File: src/rtl/sync_to_hs4_bridge.sv
// Synchronous source stage for a 4-phase bundled-data handshake channel.
// Words arrive on a valid/ready port and are buffered in a small FIFO.
// Each word is sent as one req/ack return-to-zero transaction.
// The returning ack is used only after it passes through a synchronizer.
//
//   state          | meaning
//   ---------------+--------------------------------------------------------
//   ST_IDLE        | no transaction open; launch when a word waits and ack_s=0
//   ST_WAIT_ACK_HI | req_o high, data_o held; wait for synchronized ack rise
//   ST_WAIT_ACK_LO | req_o low, head popped; wait for synchronized ack fall
module sync_to_hs4_bridge #(
  parameter int DATA_W      = 32,
  parameter int DEPTH       = 4,
  parameter int SYNC_STAGES = 2
) (
  input  logic                     clk_i,
  input  logic                     rst_ni,
  input  logic                     valid_i,
  output logic                     ready_o,
  input  logic [DATA_W-1:0]        data_i,
  output logic                     req_o,
  output logic [DATA_W-1:0]        data_o,
  input  logic                     ack_i,
  output logic [$clog2(DEPTH):0]   count_o,
  output logic                     busy_o
);

  localparam int PTR_W  = $clog2(DEPTH);
  localparam int CNT_W  = PTR_W + 1;
  localparam int FILL_W = $clog2(SYNC_STAGES + 1);
  localparam logic [CNT_W-1:0]  CNT_FULL = CNT_W'(DEPTH);
  localparam logic [FILL_W-1:0] FILL_MAX = FILL_W'(SYNC_STAGES);

  typedef enum logic [1:0] {
    ST_IDLE        = 2'd0,
    ST_WAIT_ACK_HI = 2'd1,
    ST_WAIT_ACK_LO = 2'd2
  } state_t;

  state_t                  r_state;
  state_t                  w_state_nxt;
  logic [DATA_W-1:0]       r_mem [DEPTH];
  logic [PTR_W-1:0]        r_wr_ptr;
  logic [PTR_W-1:0]        r_rd_ptr;
  logic [CNT_W-1:0]        r_count;
  logic [SYNC_STAGES-1:0]  r_ack_sync;
  logic [FILL_W-1:0]       r_sync_fill;
  logic                    r_req;
  logic [DATA_W-1:0]       r_data;
  logic                    w_ack_s;
  logic                    w_sync_live;
  logic                    w_push;
  logic                    w_pop;
  logic                    w_launch;

  assign w_ack_s     = r_ack_sync[SYNC_STAGES-1];
  // The synchronizer flops reset to 0, which does not mean ack is low.
  // ack_s is trusted only once every stage holds a real sample of ack_i.
  assign w_sync_live = (r_sync_fill == FILL_MAX);
  assign ready_o     = (r_count != CNT_FULL);
  assign w_push      = valid_i && ready_o;
  assign req_o       = r_req;
  assign data_o      = r_data;
  assign count_o     = r_count;
  assign busy_o      = (r_state != ST_IDLE) || (r_count != '0);

  // Shift the asynchronous ack through the synchronizer chain and track chain fill after reset
  always_ff @(posedge clk_i or negedge rst_ni) begin
    if (!rst_ni) begin
      r_ack_sync  <= '0;
      r_sync_fill <= '0;
    end else begin
      r_ack_sync <= {r_ack_sync[SYNC_STAGES-2:0], ack_i};
      if (!w_sync_live) r_sync_fill <= r_sync_fill + FILL_W'(1);
    end
  end

  // FIFO storage; contents need no reset because the pointers define validity
  always_ff @(posedge clk_i) begin
    if (w_push) r_mem[r_wr_ptr] <= data_i;
  end

  // FIFO pointers and occupancy; a push and a pop on the same edge leave the count unchanged
  always_ff @(posedge clk_i or negedge rst_ni) begin
    if (!rst_ni) begin
      r_wr_ptr <= '0;
      r_rd_ptr <= '0;
      r_count  <= '0;
    end else begin
      if (w_push) r_wr_ptr <= r_wr_ptr + PTR_W'(1);
      if (w_pop)  r_rd_ptr <= r_rd_ptr + PTR_W'(1);
      case ({w_push, w_pop})
        2'b10:   r_count <= r_count + CNT_W'(1);
        2'b01:   r_count <= r_count - CNT_W'(1);
        default: r_count <= r_count;
      endcase
    end
  end

  // Handshake state register
  always_ff @(posedge clk_i or negedge rst_ni) begin
    if (!rst_ni) r_state <= ST_IDLE;
    else         r_state <= w_state_nxt;
  end

  // Next-state decode plus launch/pop strobes; an ack drop while waiting for the rise is ignored
  always_comb begin
    w_state_nxt = r_state;
    w_launch    = 1'b0;
    w_pop       = 1'b0;
    case (r_state)
      ST_IDLE: begin
        if ((r_count != '0) && !w_ack_s && w_sync_live) begin
          w_launch    = 1'b1;
          w_state_nxt = ST_WAIT_ACK_HI;
        end
      end
      ST_WAIT_ACK_HI: begin
        if (w_ack_s) begin
          w_pop       = 1'b1;
          w_state_nxt = ST_WAIT_ACK_LO;
        end
      end
      ST_WAIT_ACK_LO: begin
        if (!w_ack_s) w_state_nxt = ST_IDLE;
      end
      default: w_state_nxt = ST_IDLE;
    endcase
  end

  // Registered request and bundled data; data is loaded only on launch so it stays stable across the transaction
  always_ff @(posedge clk_i or negedge rst_ni) begin
    if (!rst_ni) begin
      r_req  <= 1'b0;
      r_data <= '0;
    end else if (w_launch) begin
      r_req  <= 1'b1;
      r_data <= r_mem[r_rd_ptr];
    end else if (w_pop) begin
      r_req  <= 1'b0;
    end
  end

endmodule

File: config.mk
export PLATFORM = sky130hd
export DESIGN_NAME = sync_to_hs4_bridge
export DESIGN_NICKNAME = d
export VERILOG_FILES = /design/src/rtl/sync_to_hs4_bridge.sv
export SDC_FILE = /design/constraint.sdc
export NUM_CORES = 1
export LEC_CHECK = 0
export CORE_UTILIZATION = 50
export CTS_CLUSTER_DIAMETER = 120
export DETAILED_ROUTE_END_ITERATION = 7
export PLACE_DENSITY_LB_ADDON = 0.15
export SLEW_MARGIN = 10
export SYNTH_ARGS = -nofsm -noshare
export SYNTH_HDL_FRONTEND = slang
export SYNTH_SLANG_ARGS = --single-unit
File: constraint.sdc
create_clock -name clk_i -period 2.15 [get_ports clk_i]
set_clock_uncertainty 0.2 [all_clocks]
set_input_delay 0.3225 -clock clk_i [delete_from_list [all_inputs] [get_ports clk_i]]
set_output_delay 0.3225 -clock clk_i [all_outputs]
set_load 0.005 [all_outputs]
==> results of run 1 <==
-- per-layer routing --
layer	track usage	up-vias	share of wire
met2	0.316	61	0.53
li1	-	1373	-
met4	0.0778	0	0.016
met1	0.224	1612	0.42
met3	0.0540	16	0.038
met5	0	-	0
-- synthesized netlist by cell type --
| cell type | n |
|---|---|
| mux2_2 | 33 |
| nand3b_1 | 1 |
| xnor2_1 | 5 |
| xor2_1 | 2 |
| buf_2 | 3 |
| fa_1 | 1 |
| a21boi_0 | 1 |
| mux4_1 | 4 |
| nor3_1 | 1 |
| ha_1 | 6 |
| nand4bb_1 | 1 |
| nand2_1 | 6 |
| clkbuf_1 | 1 |
| buf_4 | 3 |
| o21ai_0 | 3 |
| edfxtp_1 | 128 |
| and2_4 | 1 |
| and3_1 | 4 |
| or3b_1 | 1 |
| dfrtp_1 | 46 |
| nor2_1 | 2 |
| buf_6 | 4 |
| buf_1 | 1 |
| mux4_2 | 28 |
| inv_1 | 8 |
| nand2b_1 | 2 |
-- sequential cells by signal, summed over array words and instances (netlist names) --
register     cells
count_o          3
r_rd_ptr         2
r_sync_fill      2
r_wr_ptr         2
data_o          32
r_mem          128
r_state          2
r_ack_sync       2
req_o            1
-- worst paths after layout --
check | start | to
max | count_o[0] | count_o[2]
min | ack_i | r_ack_sync[0]
max reg2reg | count_o[0] | count_o[2]
min reg2reg | r_ack_sync[0] | r_ack_sync[1]
max in group asynchronous | rst_ni | r_rd_ptr[0]
min in group asynchronous | rst_ni | data_o[30]
-- what timing repair did --
item                                    CTS  global route
setup buffers                             2             1
endpoints found under the hold margin    18             0
hold buffers                              1             0
endpoints found under the setup margin    3             3
resized for setup                         4             1
pin swaps                                 4             1
-- stage by stage --
| step | util | setup TNS [ns] | total power, uW |
|---|---|---|---|
| global route | 0.648 | -0.192 | 11900 |
| floorplan | - | -0.0616 | 6970 |
| global placement | 0.602 | 0 | 8480 |
| finish | 0.648 | -0.0187 | 11300 |
| CTS | 0.648 | -0.0399 | 11400 |
| detailed placement | 0.602 | -0.0916 | 8580 |
-- layout make-up --
class / count / area [um^2] / area share
sequential: 174 / 5000 / 0.608
multi-input combinational: 102 / 1430 / 0.175
timing repair buffer: 96 / 998 / 0.122
clock buffer: 20 / 437 / 0.0532
tap: 172 / 215 / 0.0262
clock inverter: 11 / 103 / 0.0125
inverter: 8 / 30.0 / 0.00366
-- worst max-delay path: cells and delay by family, from the launching register on --
family                   cells  cell delay [ns]
flip-flops                   1             0.38
AND/OR/NAND/NOR              3             0.66
buffers and inverters        2             0.09
adder cells (fa/ha/maj)      2             0.44
XOR/XNOR                     2             0.30
-- report_power, final --
group          switching [uW]  internal, uW  total [uW]
logic                    1420          2130        3550
clock network            1140          1680        2820
registers                 345          4580        4920
total                    2910          8390       11300
-- cell families (layout without fill, tap and decap cells) --
family	count (synthesis)	in the layout	share of synthesized area
flops	174	174	0.767
mux	65	65	0.170
buf+inv	20	135	0.0184
simple gates	19	19	0.0167
fa+ha+maj	7	7	0.0146
xor+xnor	7	7	0.00942
compound gates	4	4	0.00346
==> flow_metrics.tcl, run 1 <==
set metrics [dict create \
    core_um2 12700 \
    finalNetCount 442 \
    die_height_um 116 \
    critPathCaptureType "flop" \
    peakVddDrop_uv 703 \
    worstSkewPairLatency_ns 0.42 \
    grt_pass1_vias 3368 \
    cp-start-kind "flop" \
    ios 74 \
    drv_cap 0 \
    ys_warn_count 0 \
    antenna_found_initial 0 \
    drtAntennaViolNets 0 \
    antenna_cells 0 \
    worstPathArrival_ns 2.30 \
    portBuffers 73 \
    hpwlAfterDp_um 6470 \
    start_util 0.514 \
    htree_levels 4 \
    clk_pin_slew_worst_paths_ns 0.06 \
    cts-root-buf "clkbuf_16" \
    finalHoldViolations 0 \
    status "finished, violations left" \
    maxSlewViolCount 0 \
    final_area_um2 8210 \
    worstMarginPinSlew_ns 0.563 \
    netlist_instances 296 \
    ys_types 26 \
    yosysSeqAreaShare 0.767 \
    finalSetupViolCount 1 \
    finalNonFillerCells 583 \
    finalCritPeriodShare 1.01 \
    max_stage_delay_ns 0.40 \
    critPathRequiredTime_ns 2.29 \
    path_max_fanout 2 \
    path_class "reg2reg" \
    r2r.worst_path.cells 9 \
    p_leak_uw 0.00294 \
    synthTopCellsByArea "edfxtp_1 (59%), dfrtp_1 (18%), mux4_2 (9.7%)" \
    hold_depth 1 \
    die_width_um 116 \
    layout_setup_ws_ns -0.0187 \
    via_count 3062 \
    crit_chain "or3b_4, and2_4, inv_2, ha_4, inv_2, fa_2, xor2_1, nor2_1, xor2_1" \
    post_drt_wl_per_cell_um 18.9 \
    cts-buffers-inserted 17 \
    dp_slack_ns -0.0916 \
    place_congestion 0.727 \
    rsz0062_at_grt "yes" \
    grt_max_degree 35 \
    fmax_mhz 461 \
    core.rowCount 41 \
    dp.cells 548 \
    layout-drive-gt1-share 0.302 \
    slowest_stage "or3b_4" \
    p_per_area_nw_per_um2 1370 \
    num-fill-cells 901 \
    drc 0 \
    grt_pass1_wl_um 17600 \
    yosysTopAreaCellShare 0.590 \
    tritoncts "built" \
    final_cell_mix "edfxtp_1 (128), clkdlybuf4s50_1 (70), dfrtp_1 (44)" \
    min_period_ns 2.17 \
    ys_seq_elements 174 \
    hold_path_class "in2reg" \
    place_area_um2 7630 \
    grt_usage 0.186 \
    violations "setup timing" \
    vias_per_cell 5.25 \
    drt-total-wl_um 11000 \
    clock_path_buffers 2 \
    synth_area_leader_cell "edfxtp_1" \
    whs_ns 0.174 \
    drt-initial-drc-count 141 \
    die-area_um2 13500 \
    cts_sinks 174 \
    dr.pass1.iters 4 \
    reg2reg_setup_slack_ns -0.02 \
    relSlewSlack 0.625 \
    avgSynthCellArea_um2 22.0 \
    syn_nets 339 \
    synth_area_um2 6510 \
    overflow 0 \
    area_growth_syn_to_layout_pct 26.2 \
    layout_commonest_cell "edfxtp_1" \
]
(Power assumes the default switching activity.)
==> inputs of run 2 (changes only) <==
--- a/config.mk
+++ b/config.mk
@@ -8,6 +8,7 @@
 export CORE_UTILIZATION = 50
 export CTS_CLUSTER_DIAMETER = 120
 export DETAILED_ROUTE_END_ITERATION = 7
+export MAX_ROUTING_LAYER = met4
 export PLACE_DENSITY_LB_ADDON = 0.15
 export SLEW_MARGIN = 10
 export SYNTH_ARGS = -nofsm -noshare
==> flow_metrics.tcl, run 2 (synthesis results as in run 1) <==
set metrics [dict create \
    status "finished, violations left" \
    violations "setup timing" \
    dr.pass1.iters 4 \
    p_leak_uw 0.00294 \
    via_count 3050 \
    largest_reg_flops 128 \
    final_area_um2 8210 \
    portBuffers 73 \
    grt_pass1_wl_um 17600 \
    grt_max_degree 35 \
    layout-drive-gt1-share 0.302 \
    core_um2 12700 \
    worstMarginPinSlew_ns 0.549 \
    drt-total-wl_um 11000 \
    fmax_mhz 461 \
    final_cell_mix "edfxtp_1 (128), clkdlybuf4s50_1 (70), dfrtp_1 (44)" \
    min_period_ns 2.17 \
    max_stage_delay_ns 0.40 \
    post_drt_wl_per_cell_um 18.9 \
    die_width_um 116 \
    peakVddDrop_uv 703 \
    whs_ns 0.174 \
    grt_pass1_vias 3357 \
    critPathCaptureType "flop" \
    relSlewSlack 0.634 \
    dp_slack_ns -0.0916 \
    top_register "r_mem" \
    htree_levels 4 \
    grt_usage 0.193 \
    critPathRequiredTime_ns 2.29 \
    antenna_cells 0 \
    drtAntennaViolNets 0 \
    crit_buf_inv 2 \
    path_class "reg2reg" \
    cp-start-kind "flop" \
    drv_cap 0 \
    antenna_found_initial 0 \
    finalHoldViolations 0 \
    place_area_um2 7630 \
    die-area_um2 13500 \
    drc 0 \
    p_per_area_nw_per_um2 1370 \
    core.rowCount 41 \
    clock_path_buffers 2 \
    drt-initial-drc-count 150 \
    cts-root-buf "clkbuf_16" \
    overflow 0 \
    hold_path_class "in2reg" \
    cts_sinks 174 \
    hpwlAfterDp_um 6470 \
    layout_setup_ws_ns -0.0173 \
    finalNetCount 442 \
    clk_pin_slew_worst_paths_ns 0.06 \
    crit_chain "or3b_4, and2_4, inv_2, ha_4, inv_2, fa_2, xor2_1, nor2_1, xor2_1" \
    tritoncts "built" \
    layout_commonest_cell "edfxtp_1" \
    power.total_uw 11300 \
    maxSlewViolCount 0 \
    start_util 0.514 \
    vias_per_cell 5.23 \
    die_height_um 116 \
    rsz0062_at_grt "yes" \
    worstSkewPairLatency_ns 0.42 \
    area_growth_syn_to_layout_pct 26.2 \
    finalSetupViolCount 1 \
    cts-buffers-inserted 17 \
    ios 74 \
    worstPathArrival_ns 2.30 \
    cp_top_family "simple AND/OR/NAND/NOR gates" \
    path_max_fanout 2 \
    finalCritPeriodShare 1.01 \
    slowest_stage "or3b_4" \
    place_congestion 0.736 \
]
==> run 2: cell counts in the layout (fill, tap and decap cells not counted) <==
Identical to the previous run, type by type.
==> run 2: repair_timing <==
item	4_1_cts	5_1_grt
hold buffers	1	0
hold endpoints to repair	18	0
endpoints found under the setup margin	3	3
buffers inserted	2	1
resized for setup	4	1
pin swaps	4	1
==> run 2: power breakdown <==
| group | leakage (uW) | total (uW) | switching, uW | internal, uW |
|---|---|---|---|---|
| clock | 0.000272 | 2820 | 1150 | 1680 |
| combinational | 0.000960 | 3550 | 1420 | 2130 |
| sequential | 0.00171 | 4920 | 348 | 4580 |
==> run 2: area by class of cell <==
class	instances	area, um^2
flip-flops and latches	174	5000
fillers	901	4460
multi-input cells	102	1430
repair buffers	96	998
clock buffers	20	437
well taps	172	215
clock inverters	11	103
inverters	8	30.0
==> run 2: final timing paths <==
check,startpoint,endpoint,slack [ns],cells after the start
max in group asynchronous,rst_ni,r_rd_ptr[0],0.94,3
worst min register to register,r_ack_sync[0],r_ack_sync[1],0.19,0
min in group asynchronous,rst_ni,data_o[10],0.24,2
worst max-delay path,count_o[0],count_o[2],-0.02,9
worst min-delay path,ack_i,r_ack_sync[0],0.17,1
worst max register to register,count_o[0],count_o[2],-0.02,9
==> run 2: stage by stage <==
step            util  TNS, ns  instances
4_1_cts        0.648  -0.0399        582
2_1_floorplan      -  -0.0616        296
3_5_place_dp   0.602  -0.0916        548
6_report       0.648  -0.0173        583
5_1_grt        0.648   -0.199        583
3_3_place_gp   0.602        0        548
==> run 2: metal layers <==
metal / track usage / vias to the layer above / routed length, um
li1: - / 1372 / -
met1: 0.225 / 1598 / 4580
met2: 0.315 / 65 / 5860
met3: 0.0581 / 15 / 407
met4: 0.0752 / 0 / 146
met5: - / - / 0
